## config.mk

```make
export PLATFORM = sky130hd
export DESIGN_NAME = pc_next_select
export DESIGN_NICKNAME = d
export VERILOG_FILES = /design/src/rtl/pc_next_select.sv
export SDC_FILE = /design/constraint.sdc
export NUM_CORES = 1
export LEC_CHECK = 0
export CAP_MARGIN = 20
export CORE_AREA = 2 2 73 75
export CTS_CLUSTER_SIZE = 12
export DETAILED_ROUTE_END_ITERATION = 8
export DIE_AREA = 0 0 75 77
export MAX_ROUTING_LAYER = met4
export RECOVER_POWER = 50
export SYNTH_ARGS = -nofsm -noshare
export SYNTH_HDL_FRONTEND = slang
export SYNTH_SLANG_ARGS = --single-unit
```

## constraint.sdc

```tcl
create_clock -name clk -period 2.7 [get_ports clk]
set_input_delay 0.54 -clock clk [delete_from_list [all_inputs] [get_ports clk]]
set_output_delay 0.54 -clock clk [all_outputs]
set_load 0.01 [all_outputs]
```

## src/rtl/pc_next_select.sv

```systemverilog
// Next-PC generator: holds the fetch PC and picks sequential increment or the
// highest-priority redirect target. Define PC_REL_TARGET_EN for signed PC-relative targets.
module pc_next_select #(
    parameter int ADDR_W   = 12,
    parameter int TGT_W    = 8,
    parameter int NUM_SRC  = 2,
    parameter int RESET_PC = 0,
    parameter int INC      = 1
) (
    input  logic                     clk,
    input  logic                     rst,
    input  logic                     stall,
    input  logic [NUM_SRC-1:0]       redir_valid,
    input  logic [NUM_SRC*TGT_W-1:0] redir_target,
    output logic [ADDR_W-1:0]        pc,
    output logic                     pc_valid,
    output logic                     redir_taken,
    output logic                     pending
);

    if (TGT_W > ADDR_W || TGT_W < 1 || NUM_SRC < 1) begin : g_param_check
        $error("pc_next_select: need 1 <= TGT_W <= ADDR_W and NUM_SRC >= 1");
    end

    logic [ADDR_W-1:0] pc_q, pc_d;
    logic              pc_valid_q, pc_valid_d;
    logic              taken_q, taken_d;
    logic              pending_q, pending_d;
    logic [ADDR_W-1:0] pend_addr_q, pend_addr_d;

    logic              sel_hit;
    logic [TGT_W-1:0]  sel_tgt;
    logic [ADDR_W-1:0] redir_addr;

    // Scan from the lowest priority upward so source 0 is written last and wins.
    always_comb begin
        sel_hit = 1'b0;
        sel_tgt = '0;
        for (int i = NUM_SRC - 1; i >= 0; i--) begin
            if (redir_valid[i]) begin
                sel_hit = 1'b1;
                sel_tgt = redir_target[i*TGT_W +: TGT_W];
            end
        end
    end

`ifdef PC_REL_TARGET_EN
    // pc is frozen during a stall, so the captured absolute address is still correct at release.
    assign redir_addr = pc_q + ADDR_W'($signed(sel_tgt));
`else
    assign redir_addr = ADDR_W'(sel_tgt);
`endif

    always_comb begin
        pc_d        = pc_q;
        pc_valid_d  = 1'b1;
        taken_d     = 1'b0;
        pending_d   = pending_q;
        pend_addr_d = pend_addr_q;
        if (stall) begin
            if (sel_hit) begin
                pending_d   = 1'b1;
                pend_addr_d = redir_addr;
            end
        end else if (sel_hit) begin
            pc_d      = redir_addr;
            pending_d = 1'b0;
            taken_d   = 1'b1;
        end else if (pending_q) begin
            pc_d      = pend_addr_q;
            pending_d = 1'b0;
            taken_d   = 1'b1;
        end else begin
            pc_d = pc_q + ADDR_W'(INC);
        end
    end

    always_ff @(posedge clk) begin
        if (rst) begin
            pc_q        <= ADDR_W'(RESET_PC);
            pc_valid_q  <= 1'b0;
            taken_q     <= 1'b0;
            pending_q   <= 1'b0;
            pend_addr_q <= '0;
        end else begin
            pc_q        <= pc_d;
            pc_valid_q  <= pc_valid_d;
            taken_q     <= taken_d;
            pending_q   <= pending_d;
            pend_addr_q <= pend_addr_d;
        end
    end

    assign pc          = pc_q;
    assign pc_valid    = pc_valid_q;
    assign redir_taken = taken_q;
    assign pending     = pending_q;

endmodule

```

==> reports/qor.yml, run 1 <==
cts_tree: "yes"
r2r_start: "pending$_SDFFE_PP0N_"
period_share_pct: 80.4
die_area_sq_mm: 0.00578
path_class: "input port to flip-flop"
worstPathArrival_ns: 2.33
setup.worst_path.start: "redir_valid[1]"
p_leak_uw: 0.000597
ys_warn_count: 0
port_buffers: 35
rr_endpoint: "pc[9]$_SDFFE_PP0N_"
finalSetupViolCount: 0
async_reset_ff_share_pct: 0
pin_count: 36
hold_buffers: 0
insertion_delay_ns: 0.27
finalClockSkew_ns: 0.00313
vias_per_cell: 4.82
rsz0062_at_grt: "false"
power_uw: 747
maxSlewViolCount: 0
final.setup.tns_ns: 0
grt_pass1_vias: 1170
drt-total-wl_um: 3270
synth_edf_count: 0
cts_sinks: 23
cts_setup_buffers: 0
clockBufferDepth: 2
drv_cap: 0
tightestPinTransition_ns: 0.510
grt_remaining_overflow: 0
vias: 1238
rows: 26
status: "finished, final reports clean"
cts_max_level: 1
start_util_pct: 24.1
syn_avg_cell_area_sq_um: 7.95
finalHoldViolations: 0
met1_usage_pct: 16.2
synthCells: 151
gr-usage-met3_pct: 2.23
grtUsageMet2_pct: 17.7
grt_start_max_net_pins: 18
seq_area_frac_synth_pct: 38.3
ys_types: 39
drive_gt1_share_pct: 5.88
core_area_sq_mm: 0.00498
ant_nets: 0
clk_pin_slew_ns: 0.08
synth_ff_type: "dfxtp_1"
required_ns: 2.86
route.detailed.drc: 0
antenna_cells: 0
wl_per_cell_um: 12.7
endpoint: "pc[4]$_SDFFE_PP0N_"
ys_ff_latch: 23
numCtsBuffers: 3
drtIter0Drc: 123
max_freq_ghz: 0.461
cts_resized: 0
dp_hpwl_um: 2470
max-vdd-ir-drop_mv: 0.173
layout.nets: 210
grt_pass1_wl_um: 5360
busiest_layer: "met2"
final_cell_mix: "clkdlybuf4s50_1, dfxtp_1, nor2_1"
cts_root_buf: "clkbuf_8"
period_needed_ns: 2.17
slew_headroom_pct: 66.0
globalplace.congestion: 0.788
end_kind: "flip-flop"
die_h_um: 77
first_pass_iters: 4
area.growth.synth_to_final_pct: 40.0
syn-num-nets: 173
r2r_cells: 3
antenna_found_initial: 0
syn-cell-area_sq_mm: 0.00120
grtUsageTotal_pct: 12.0
fp.dieW_um: 75
r2r_slack_ns: 0.94
power_density_mw_per_mm2: 444
cp_max_fo: 14
cp-start-kind: "input port"
hp-class: "flip-flop to flip-flop"
==> Yosys cell counts, types with 2 or more instances <==
library cell,instances,area (sq um)
inv_1,2,7.51
nand4_1,3,18.8
o211ai_1,2,15.0
clkbuf_1,8,30.0
a221oi_1,2,17.5
nand2_1,14,52.6
and3_1,3,18.8
or3_1,3,18.8
dfxtp_1,23,460
nor3_1,4,20.0
nor2_1,18,67.6
a21oi_1,8,40.0
o21ai_0,11,55.1
a31oi_1,7,43.8
buf_2,2,10.0
o22ai_1,5,31.3
nor2b_1,3,18.8
a211oi_1,9,67.6
nand3_1,2,10.0
a311oi_1,2,17.5
a22oi_1,2,15.0
==> where the power goes <==
| group | leakage, uW | switching [uW] | total (uW) | internal (uW) |
|---|---|---|---|---|
| logic | 0.000385 | 68.9 | 148 | 79.4 |
| clock network | 0.0000228 | 114 | 219 | 105 |
| registers | 0.000190 | 19.9 | 379 | 359 |
==> cell families after synthesis <==
kind of cell | share of synthesized area, %
buffers and inverters | 5.21
XOR/XNOR | 1.46
AND/OR/NAND/NOR | 22.6
AO/OA/AOI/OAI | 29.6
multiplexers | 1.77
flip-flops | 38.3
adder cells (fa/ha/maj) | 1.04
==> sequential cells by signal (all words and copies together), names as in the netlist <==
register     flops
pend_addr_q      8
redir_taken      1
pc_valid         1
pc              12
pending          1
==> worst min-delay path by stage <==
stage | to | slack, ns | from | depth (start not counted)
floorplan | pend_addr_q[0]$_SDFFE_PP0P_ | 0.46 | pend_addr_q[0]$_SDFFE_PP0P_ | 2
global placement | pend_addr_q[0]$_SDFFE_PP0P_ | 0.49 | pend_addr_q[0]$_SDFFE_PP0P_ | 2
detailed placement | pend_addr_q[0]$_SDFFE_PP0P_ | 0.49 | pend_addr_q[0]$_SDFFE_PP0P_ | 2
CTS | pend_addr_q[2]$_SDFFE_PP0P_ | 0.50 | pend_addr_q[2]$_SDFFE_PP0P_ | 2
global route | pend_addr_q[3]$_SDFFE_PP0P_ | 0.53 | pend_addr_q[3]$_SDFFE_PP0P_ | 2
finish | pend_addr_q[0]$_SDFFE_PP0P_ | 0.50 | pend_addr_q[0]$_SDFFE_PP0P_ | 2
==> area by class of cell <==
class	instances	area [sq um]
Fill cell	540	3300
Sequential cell	23	460
Timing Repair Buffer	43	399
Clock buffer	4	45.0
Tap cell	70	87.6
Inverter	3	11.3
Multi-Input combinational cell	114	678
==> stage by stage <==
step	setup WS (ns)	instance area, sq um	util [%]	std cells	hold WS, ns
2_1_floorplan	0.820	1200	-	151	0.460
3_3_place_gp	0.413	1650	33.1	253	0.486
3_5_place_dp	0.409	1650	33.1	253	0.485
4_1_cts	0.660	1690	34.0	257	0.505
5_1_grt	0.397	1680	33.8	257	0.529
6_report	0.530	1680	33.8	257	0.498
==> per-layer routing <==
layer	vias up	share of wire, %	wire length, um
li1	641	-	-
met1	558	48	1580
met2	34	45	1490
met3	5	5.1	167
met4	0	1.1	36
met5	-	0	0
==> worst max-delay path: stages <==
cell and delay (ns):
dlygate4sd3_1 0.58, clkbuf_1 0.42, nor2b_1 0.12, a221oi_1 0.31
o22ai_1 0.13, a32o_1 0.22
Note: power is estimated with default switching activity, not from simulation.
==> inputs of run 2 (changes only) <==
- clock period: 2.7 -> 1.8 ns (I/O delays scaled with it)
==> reports/qor.yml, run 2 (synthesis results as in run 1) <==
post-place-ws_ns: -0.288  # was 0.409 ns
largest_reg_flops: 12  # unchanged
power_uw: 1150  # was 747 uW
core_area_sq_mm: 0.00498  # unchanged
drt-total-wl_um: 3480  # was 3270 um
vias: 1276  # was 1238
endpoint: "pc[7]$_SDFFE_PP0N_"  # was pc[4]$_SDFFE_PP0N_
drtIter0Drc: 72  # was 123
hold_slack_ns: 0.503  # was 0.498 ns
utilization_pct: 36.1  # was 33.8%
rows: 26  # unchanged
tightestPinTransition_ns: 0.361  # was 0.510 ns
final_cell_mix: "clkdlybuf4s50_1, dfxtp_1, nor2_1"  # unchanged
finalClockSkew_ns: 0.00466  # was 0.00313 ns
globalplace.congestion: 0.841  # was 0.788
grt_pass1_vias: 1209  # was 1170
r2r_cells: 4  # was 3
setup.worst_path.start: "redir_valid[0]"  # was redir_valid[1]
cp_slowest_stage_delay_ns: 0.49  # was 0.58 ns
cp-start-kind: "input port"  # unchanged
grtUsageTotal_pct: 12.7  # was 12.0%
clockBufferDepth: 2  # unchanged
layout.nets: 222  # was 210
cts_sinks: 23  # unchanged
maxSlewViolCount: 0  # unchanged
r2r_slack_ns: 0.26  # was 0.94 ns
drv_cap: 0  # unchanged
antenna_cells: 0  # unchanged
numCtsBuffers: 3  # unchanged
worstPathArrival_ns: 1.91  # was 2.33 ns
die_area_sq_mm: 0.00578  # unchanged
cts_max_level: 1  # unchanged
antenna_found_initial: 0  # unchanged
port_buffers: 35  # unchanged
critPathTopFamily: "simple AND/OR/NAND/NOR gates"  # was buffers and inverters
grt_start_max_net_pins: 18  # unchanged
ant_nets: 0  # unchanged
grt_pass1_wl_um: 5690  # was 5360 um
cp_max_fo: 5  # was 14
max-vdd-ir-drop_mv: 0.260  # was 0.173 mV
fp.dieW_um: 75  # unchanged
stdcell_area_sq_mm: 0.00180  # was 0.00168 sq mm
hp-class: "flip-flop to flip-flop"  # unchanged
route.detailed.drc: 0  # unchanged
pin_count: 36  # unchanged
cp.depth: 5  # was 6
r2r_start: "pending$_SDFFE_PP0N_"  # unchanged
clk_pin_slew_ns: 0.09  # was 0.08 ns
finalSetupViolCount: 0  # unchanged
path_class: "input port to flip-flop"  # unchanged
cts_tree: "yes"  # unchanged
cts_setup_buffers: 0  # unchanged
insertion_delay_ns: 0.26  # was 0.27 ns
rsz0062_at_grt: "false"  # unchanged
fin_ws_ns: 0.0885  # was 0.530 ns
dp_hpwl_um: 2640  # was 2470 um
vias_per_cell: 4.74  # was 4.82
first_pass_iters: 4  # unchanged
finalHoldViolations: 0  # unchanged
drive_gt1_share_pct: 13.6  # was 5.88%
area.growth.synth_to_final_pct: 49.6  # was 40.0%
wl_per_cell_um: 12.9  # was 12.7 um
grt_remaining_overflow: 0  # unchanged
die_h_um: 77  # unchanged
cts_root_buf: "clkbuf_8"  # unchanged
start_util_pct: 24.1  # unchanged
hold_buffers: 0  # unchanged
slew_headroom_pct: 75.9  # was 66.0%
required_ns: 2.00  # was 2.86 ns
period_needed_ns: 1.71
period_share_pct: 95.1
power_density_mw_per_mm2: 639  # was 444 mW/mm^2
max_freq_ghz: 0.584
cp_num_buf_inv: 2  # unchanged
rr_endpoint: "pc[7]$_SDFFE_PP0N_"  # was pc[9]$_SDFFE_PP0N_
status: "finished, final reports clean"  # unchanged
critical-path-slowest-cell: "or4_4"  # was dlygate4sd3_1
end_kind: "flip-flop"  # unchanged
placed_area_sq_mm: 0.00175  # was 0.00165 sq mm
path_cells: "clkdlybuf4s50_1, or4_4, buf_4, or3_1, a31oi_1"  # was dlygate4sd3_1, clkbuf_1, nor2b_1, a221oi_1, o22ai_1, a32o_1
p_leak_uw: 0.000674  # was 0.000597 uW
-- run 2: tightest hold or removal path, cell delays in order, from the launching register on --
cell and delay, ns:
dfxtp_1 0.32, nor2_1 0.09, a211oi_1 0.05
-- run 2: area by class of cell --
type	count	area (sq um)
Fill cell	508	3180
Tap cell	70	87.6
Timing Repair Buffer	55	505
Clock inverter	1	5.00
Sequential cell	23	460
Inverter	3	11.3
Multi-Input combinational cell	114	686
Clock buffer	3	41.3
-- run 2: how the worst min path moves through the flow --
stage | start | endpoint | cells past startpoint | slack [ns]
2_1_floorplan | rst | pc_valid$_DFF_P_ | 1 | 0.45
3_3_place_gp | pend_addr_q[0]$_SDFFE_PP0P_ | pend_addr_q[0]$_SDFFE_PP0P_ | 2 | 0.48
3_5_place_dp | pend_addr_q[0]$_SDFFE_PP0P_ | pend_addr_q[0]$_SDFFE_PP0P_ | 2 | 0.49
4_1_cts | pend_addr_q[5]$_SDFFE_PP0P_ | pend_addr_q[5]$_SDFFE_PP0P_ | 2 | 0.51
5_1_grt | pend_addr_q[1]$_SDFFE_PP0P_ | pend_addr_q[1]$_SDFFE_PP0P_ | 2 | 0.53
6_report | pend_addr_q[1]$_SDFFE_PP0P_ | pend_addr_q[1]$_SDFFE_PP0P_ | 2 | 0.50
-- run 2: report_power, final --
part | switching [uW] | internal, uW
combinational | 114 | 139
clock | 177 | 155
sequential | 25.1 | 539
total | 315 | 833
-- run 2: per-stage QoR --
step	instances	TNS (ns)
after floorplan	151	0
after global placement	265	-2.30
after detailed placement	265	-2.04
after CTS	269	0
after global routing	269	0
final	269	0
-- run 2: metal layers --
layer,routed length [um],part of all wire [%],track usage (%),vias up
met5,0,0,-,-
met4,34,0.98,4.46,0
met3,96,2.8,1.31,2
met2,1660,48,19.3,23
met1,1690,49,17.3,587
li1,-,-,-,664
-- run 2: repair_timing --
action                     in CTS  in global routing
pin swaps                       0                  0
gates cloned                    0                  0
setup endpoints to repair       1                  1
gates resized for setup         1                  1
==> inputs of run 3 (changes only) <==
- CORE_AREA: 2 2 73 75 -> 2 2 58 60
- DIE_AREA: 0 0 75 77 -> 0 0 60 62
- PLACE_DENSITY: not set -> 0.71
==> reports/qor.yml, run 3 (synthesis results as in run 1) <==
cts_tree: "yes"  # unchanged
min_to: "pc[3]$_SDFFE_PP0N_"  # was pend_addr_q[1]$_SDFFE_PP0P_
setup.worst_path.start: "stall"  # was redir_valid[0]
start_util_pct: 37.8  # was 24.1%
stdcell_count: 241  # was 269
placed_cells: 237  # was 265
ant_nets: 0  # unchanged
hold_slack_ns: 0.499  # was 0.503 ns
clkPwrFrac_pct: 22.9  # was 28.8%
vias_per_cell: 5.45  # was 4.74
core_area_sq_mm: 0.00318  # was 0.00498 sq mm
required_ns: 2.05  # was 2.00 ns
p_switching_uw: 293  # was 315 uW
rr_endpoint: "pc[9]$_SDFFE_PP0N_"  # was pc[7]$_SDFFE_PP0N_
period_share_pct: 98.5  # was 95.1%
area.growth.synth_to_final_pct: 41.0  # was 49.6%
finalHoldViolations: 0  # unchanged
r2r_slack_ns: 0.17  # was 0.26 ns
die_area_sq_mm: 0.00372  # was 0.00578 sq mm
numCtsBuffers: 3  # unchanged
p_int_uw: 756  # was 833 uW
p_leak_uw: 0.000634  # was 0.000674 uW
tightestPinTransition_ns: 0.365  # was 0.361 ns
r2r_cells: 3  # was 4
die_h_um: 62  # was 77 um
status: "finished, final reports clean"  # unchanged
worstPathArrival_ns: 2.02  # was 1.91 ns
grt_pass1_vias: 1302  # was 1209
layout.nets: 218  # was 222
cts_root_buf: "clkbuf_4"  # was clkbuf_8
dp_hpwl_um: 2620  # was 2640 um
globalplace.congestion: 0.852  # was 0.841
antenna_cells: 0  # unchanged
rows: 21  # was 26
grtUsageTotal_pct: 20.3  # was 12.7%
clockBufferDepth: 2  # unchanged
cts_setup_buffers: 0  # unchanged
insertion_delay_ns: 0.31  # was 0.26 ns
pin_count: 36  # unchanged
grt_start_max_net_pins: 18  # unchanged
rsz0062_at_grt: "false"  # unchanged
hold_buffers: 0  # unchanged
max-vdd-ir-drop_mv: 0.188  # was 0.260 mV
finalSetupViolCount: 0  # unchanged
path_class: "input port to flip-flop"  # unchanged
grt_remaining_overflow: 0  # unchanged
hp-class: "flip-flop to flip-flop"  # unchanged
utilization_pct: 53.3  # was 36.1%
maxSlewViolCount: 0  # unchanged
period_needed_ns: 1.77  # was 1.71 ns
drive_gt1_share_pct: 11.3  # was 13.6%
drt-total-wl_um: 3400  # was 3480 um
clk_pin_slew_ns: 0.13  # was 0.09 ns
r2r_start: "pending$_SDFFE_PP0N_"  # unchanged
largest_reg_flops: 12  # unchanged
finalClockSkew_ns: 0.00492  # was 0.00466 ns
vias: 1314  # was 1276
comb_power_share_pct: 23.2  # was 22.0%
cts_max_level: 1  # unchanged
route.detailed.drc: 0  # unchanged
fp.dieW_um: 60  # was 75 um
drtIter0Drc: 53  # was 72
max_freq_ghz: 0.564  # was 0.584 GHz
end_kind: "flip-flop"  # unchanged
mostFrequentLayoutCell: "clkdlybuf4s50_1"
slew_headroom_pct: 75.7  # was 75.9%
final_cell_mix: "clkdlybuf4s50_1, dfxtp_1, nor2_1"  # unchanged
antenna_found_initial: 0  # unchanged
cts_sinks: 23  # unchanged
wl_per_cell_um: 14.1  # was 12.9 um
drv_cap: 0  # unchanged
port_buffers: 35  # unchanged
p_sw_share_pct: 27.9  # was 27.5%
hp-start: "pc[3]$_SDFFE_PP0N_"  # was pend_addr_q[1]$_SDFFE_PP0P_
hold_depth: 2  # unchanged
cp_max_fo: 6  # was 5
first_pass_iters: 4  # unchanged
grt_pass1_wl_um: 5640  # was 5690 um
power_density_mw_per_mm2: 620  # was 639 mW/mm^2
cp-start-kind: "input port"  # unchanged
pwr-share-seq_pct: 53.9  # was 49.1%
==> run 3: changes by cell type in the layout (fill, tap and decap cells not counted), sizes merged, moves of 4 or more <==
cell,previous run,this run
clkbuf,5,9
dlygate4sd3,11,5
clkdlybuf4s50,23,29
buf,18,11
==> run 3: critical path: stages <==
cell             delay [ns]
clkdlybuf4s50_1        0.43
or4_4                  0.57
or4_1                  0.50
a31oi_1                0.17
==> run 3: stage by stage <==
step / area, sq um / setup TNS, ns / setup slack (ns) / total power (uW)
floorplan: 1200 / 0 / 0.100 / 690
global placement: 1680 / -1.28 / -0.277 / 818
detailed placement: 1680 / -1.47 / -0.288 / 825
CTS: 1700 / 0 / 0.0309 / 1060
global route: 1690 / 0 / 0.00769 / 1100
finish: 1690 / 0 / 0.0272 / 1050
==> run 3: timing repair <==
action                     4_1_cts  5_1_grt
gates resized for setup          0        1
setup endpoints to repair        0        2
hold endpoints to repair         0        0
==> run 3: layer usage <==
layer	up-vias	GRT usage [%]	part of all wire, %
li1	655	-	-
met1	614	24.0	44
met2	39	33.4	50
met3	6	2.90	4.3
met4	0	10.8	1.9
met5	-	-	0
==> run 3: final cells by class <==
class                   instances  area (sq um)
inverters                       3          11.3
fillers                       315          1490
well taps                      46          57.6
flip-flops and latches         23           460
multi-input cells             114           678
clock buffers                   4          26.3
repair buffers                 51           460
==> run 3: worst max path at each step <==
stage	to	cells after the start
global route	pc[9]$_SDFFE_PP0N_	4
floorplan	pc[9]$_SDFFE_PP0N_	4
detailed placement	pc[9]$_SDFFE_PP0N_	4
finish	pc[9]$_SDFFE_PP0N_	4
CTS	pc[9]$_SDFFE_PP0N_	4
global placement	pc[9]$_SDFFE_PP0N_	4
==> run 3: power by group through the flow <==
stage	clock network [uW]	logic, uW	registers [uW]
3_5_place_dp	0	248	577
2_1_floorplan	0	110	580
3_3_place_gp	0	242	575
4_1_cts	241	250	565
5_1_grt	265	266	570
6_report	240	244	566
==> edit 1, RTL diff (flow settings as in run 3) <==
Reset style: asynchronous (`rst`), changed in one clocked block.
--- a/src/rtl/pc_next_select.sv
+++ b/src/rtl/pc_next_select.sv
@@ -75,7 +75,7 @@
         end
     end
 
-    always_ff @(posedge clk) begin
+    always_ff @(posedge clk or posedge rst) begin
         if (rst) begin
             pc_q        <= ADDR_W'(RESET_PC);
             pc_valid_q  <= 1'b0;
Behaviour: differs if rst is asserted again (counterexample within 4 cycles, from zero or initial values and one cycle with rst high); with rst held inactive, the same outputs for 10 cycles.
==> edit 1 against run 3 <==
Sequential cell count stayed put; worst setup slack improved by 0.045 ns; power rose by 11%; synthesized area is 1.6% lower; cell count decreased by 15%; non-clock buffer count down 8; synthesized cell count down 22%; sequential share of layout area grew 7.9 points; global-route usage is 3.8 points lower; final area decreased by 2.6%; worst hold slack worse by 0.00091 ns; combinational power up 21%; routed wire length shrank 22%; critical endpoint is now pc[4]; largest power group unchanged.
==> edit 1: results (changes against run 3) <==
- Crit path capture: pc[4]
- Final non-clock buffer share: 24.49% (-2.7 points)
- Xor/xnor share of the synthesized area: 4.444% (+3.0 points)
- Leakage: 0.0007076 uW (+12%)
- DRT iter0 DRCs: 35 (-34%)
- Layout filler cell count: 309 (-1.9%)
- Worst rel slew slack: 61.75% (-14 points)
- Reg-to-Reg End: pc[6]
- Clk_skew: 0.009703 ns (+0.004782 ns)
- Synthesized Nets: 140 (-19%)
- Metal2 WL: 1255 um (-26%)
- Multi-input logic area: 566.8 sq um (-16%)
- DR vias/cell: 5.029 (-7.8%)
- WL/cell: 12.90 um (-8.5%)
- First-pass GRT wire length: 4326 um (-23%)
- Commonest cells post-synth: dfrtp_1, o21ai_0, nor2_1, nand2_1, a22o_1
- Seq pwr: 631 uW (+11%)
- Met3 usage: 1.242% (-1.7 points)
- Reg2reg setup slack: 0.29 ns (+0.12 ns)
- Status: completed
- Adder-cell area share of the yosys netlist: 1.058% (+0.017 points)
- Post-synthesis sequential area ratio: 48.68% (+10 points)
- Invs w/o clock: 4 (+1)
- Synth area leaders: dfrtp_1, o21ai_0, a22o_1, xor2_1, a22oi_1
- Met2 usage: 26.40% (-7.0 points)
- Post-synth ARST share: 100.0% (+100 points)
- Psw: 343.5 uW (+17%)
- Ratio of cells with drive above 1 in the final layout: 13.75% (+2.5 points)
- Vias in the first global route: 962 (-26%)
- Sequential cell area share: 35.10% (+7.9 points)
- Min-delay src: pend_addr_q[4]
- Peak supply drop: 0.0002388 V (+27%)
- Met1 wire length: 1200 um (-20%)
- Reg2Reg Depth: 5 (+2)
- CLK BUF: 3 (-1)
- Multi-input logic cell count: 86 (-25%)
- Fin nets: 183 (-16%)
- Origin of the worst setup path: pc[4]
- Clock-cell share: 1.668% (+0.12 points)
- Metal3 WL: 126 um (-13%)
- Worst hold slack: 0.4983 ns (-0.0009120 ns)
- Overall routing resource usage: 16.47% (-3.8 points)
[edit 1: cell types whose count changed after synthesis, moves of 5 or more]
cell             run 3  this run
dfrtp_1              0        23
dfxtp_1             23         0
a211oi_1             9         1
nor2_1              18        10
a31oi_1              7         0
clkbuf_1             8         2
a22o_1               1         6
nand2_1             14         9
o22ai_1              5         0
[edit 1: through the flow]
step | utilization, % | setup WS, ns | instances | area [sq um] | total power, uW
global placement | 51.12 | 0.06043 | 202 | 1625 | 928.8
detailed placement | 51.12 | 0.02291 | 202 | 1625 | 937.6
finish | 51.91 | 0.07258 | 206 | 1650 | 1169
CTS | 52.03 | 0.03803 | 206 | 1654 | 1179
global route | 51.91 | 0.02273 | 206 | 1650 | 1239
floorplan | - | 0.3538 | 118 | 1182 | 780.7
[edit 1: repair_timing]
action,CTS,global route
endpoints found under the hold margin,0,0
resized for setup,1,2
pin swaps,0,0
endpoints found under the setup margin,1,2
==> edit 2, RTL diff (flow settings as in run 3) <==
Without the edit above. Change the parameter `TGT_W` from 8 to 9.
--- a/src/rtl/pc_next_select.sv
+++ b/src/rtl/pc_next_select.sv
@@ -2,7 +2,7 @@
 // highest-priority redirect target. Define PC_REL_TARGET_EN for signed PC-relative targets.
 module pc_next_select #(
     parameter int ADDR_W   = 12,
-    parameter int TGT_W    = 8,
+    parameter int TGT_W    = 9,
     parameter int NUM_SRC  = 2,
     parameter int RESET_PC = 0,
     parameter int INC      = 1
Interface: changed (resized redir_target); port bits go from 36 to 38. No check against the original RTL was run, so the function may have changed too.
==> edit 2 against run 3 <==
Die area stayed put; final area is 7.3% higher; register-to-register slack better by 0.02 ns; synthesized area is 3.6% higher; count of clock-buffer cells in the layout is 1 lower; sequential cell count is 1 higher; power is 21% higher; worst setup slack better by 0.043 ns; routed wire length is 2.3% higher; critical path type is now reg -> out; largest cell class unchanged; highest routed layer unchanged.
==> edit 2: results (changes against run 3) <==
- Xor/xnor share of the synthesized area: 2.111% (+0.65 points)
- WP data arrival: 1.37 ns (-0.65 ns)
- Layout filler cell count: 292 (-7.3%)
- Largest net degree at the start of global routing: 17 (-1)
- Origin of the worst setup path: pc[7]
- Reg2Reg Depth: 4 (+1)
- Fin nets: 230 (+5.5%)
- Vias in the first global route: 1323 (+1.6%)
- Commonest cells post-synth: dfxtp_1, o21ai_0, nor2_1, a21oi_1, nand2_1
- Mux contribution to synthesized area: 1.709% (-0.062 points)
- Clk_skew: 0.007375 ns (+0.002454 ns)
- Cell at the slowest stage of the critical path: clkdlybuf4s50_1
- Worst Path Max Fanout: 7 (+1)
- Overall routing resource usage: 21.17% (+0.88 points)
- DRT Pass-1 Iters: 4 (unchanged)
- DRT iter0 DRCs: 61 (+15%)
- Pint: 939.2 uW (+24%)
- Max reg flops: 12 (unchanged)
- Reg-to-reg startpoint: pc[1]
- First-pass GRT wire length: 5782 um (+2.6%)
- Synthesized Nets: 179 (+3.5%)
- Post-synthesis sequential area ratio: 38.59% (+0.26 points)
- CTS Buf Count: 3 (unchanged)
- Adder-cell area share of the yosys netlist: 1.005% (-0.037 points)
- CP Launch Type: register
- DP Area: 1782 sq um (+6.2%)
- Status: completed
- Hpwl dp: 2642 um (+0.80%)
- Leakage: 0.0006566 uW (+3.5%)
- Min-delay src: pend_addr_q[1]
- Ratio of cells with drive above 1 in the final layout: 11.22% (-0.063 points)
- I/O Buffers: 37 (+5.7%)
- Skew-Pair Late Insertion Delay: 0.33 ns (+0.02 ns)
- Synth Area in Compound Gates: 31.26% (+1.7 points)
- Worst-path clk slew: 0.15 ns (+0.02 ns)
- Synth area leaders: dfxtp_1, o21ai_0, a21oi_1, nor2_1, nand2_1
- CP max stage delay: 0.58 ns
- DR vias: 1409 (+7.2%)
- Crit path max-delay family: buffers and inverters
- Worst rel slew slack: 74.97% (-0.69 points)
- Drt total wl: 3477 um (+2.3%)
-- edit 2: cell count changes after synthesis, sizes merged, moves of 3 or more --
cell,run 3,this run
a211oi,9,3
o21ai,11,16
nor3,4,7
clkbuf,8,5
a21oi,8,13
nor2,18,14
-- edit 2: final cells by class --
type	count	area, sq um	area share [%]
clock buffer	3	22.52	1.239
clock inverter	1	30.03	1.652
inverter	4	15.01	0.8259
multi-input combinational	118	699.4	38.47
sequential	24	483.0	26.57
tap	46	57.56	3.166
timing repair buffer	55	510.5	28.08
-- edit 2: worst paths after layout --
check / to / slack (ns)
worst max-delay path: pc[7] / 0.07
worst min-delay path: pend_addr_q[1] / 0.52
worst max register to register: pc[8] / 0.19
worst min register to register: pend_addr_q[1] / 0.52
-- edit 2: timing repair --
action / 4_1_cts / 5_1_grt
setup endpoints to repair: 1 / 1
endpoints found under the hold margin: 0 / 0
gates resized for setup: 1 / 1
cloned: 0 / 0
-- edit 2: power by group through the flow --
stage                     combinational [uW]  sequential, uW  clock [uW]
final                                    267             598         406
after global routing                     292             602         428
after CTS                                273             597         400
after detailed placement                 272             609           0
after global placement                   266             607           0
after floorplan                          116             609           0
-- edit 2: tightest hold or removal path, stage by stage (launching register included) --
cell and delay, ns:
dfxtp_1 0.34, nor2_1 0.09, a211oi_1 0.05
-- edit 2: metal layers --
| metal | vias up | track usage, % | part of all wire [%] |
|---|---|---|---|
| met2 | 45 | 35.25 | 49 |
| met3 | 4 | 2.692 | 5.7 |
| met1 | 674 | 27.03 | 45 |
| li1 | 686 | - | - |
| met5 | - | - | 0 |
| met4 | 0 | 6.032 | 0.83 |
-- edit 2: kinds of logic after synthesis --
group           count (synthesis)
compound gates                 61
simple gates                   51
flops                          24
buf+inv                        13
xor+xnor                        3
mux                             2
fa+ha+maj                       1
-- edit 2: per-stage QoR --
| step | worst slack (ns) | hold slack (ns) | utilization (%) | cells |
|---|---|---|---|---|
| 6_report | 0.07004 | 0.5150 | 57.18 | 251 |
| 5_1_grt | 0.001329 | 0.5243 | 57.18 | 251 |
| 4_1_cts | 0.02082 | 0.5169 | 57.73 | 251 |
| 3_5_place_dp | -0.1065 | 0.4902 | 56.04 | 247 |
| 3_3_place_gp | -0.06341 | 0.4825 | 56.04 | 247 |
| 2_1_floorplan | 0.2696 | 0.4607 | - | 155 |
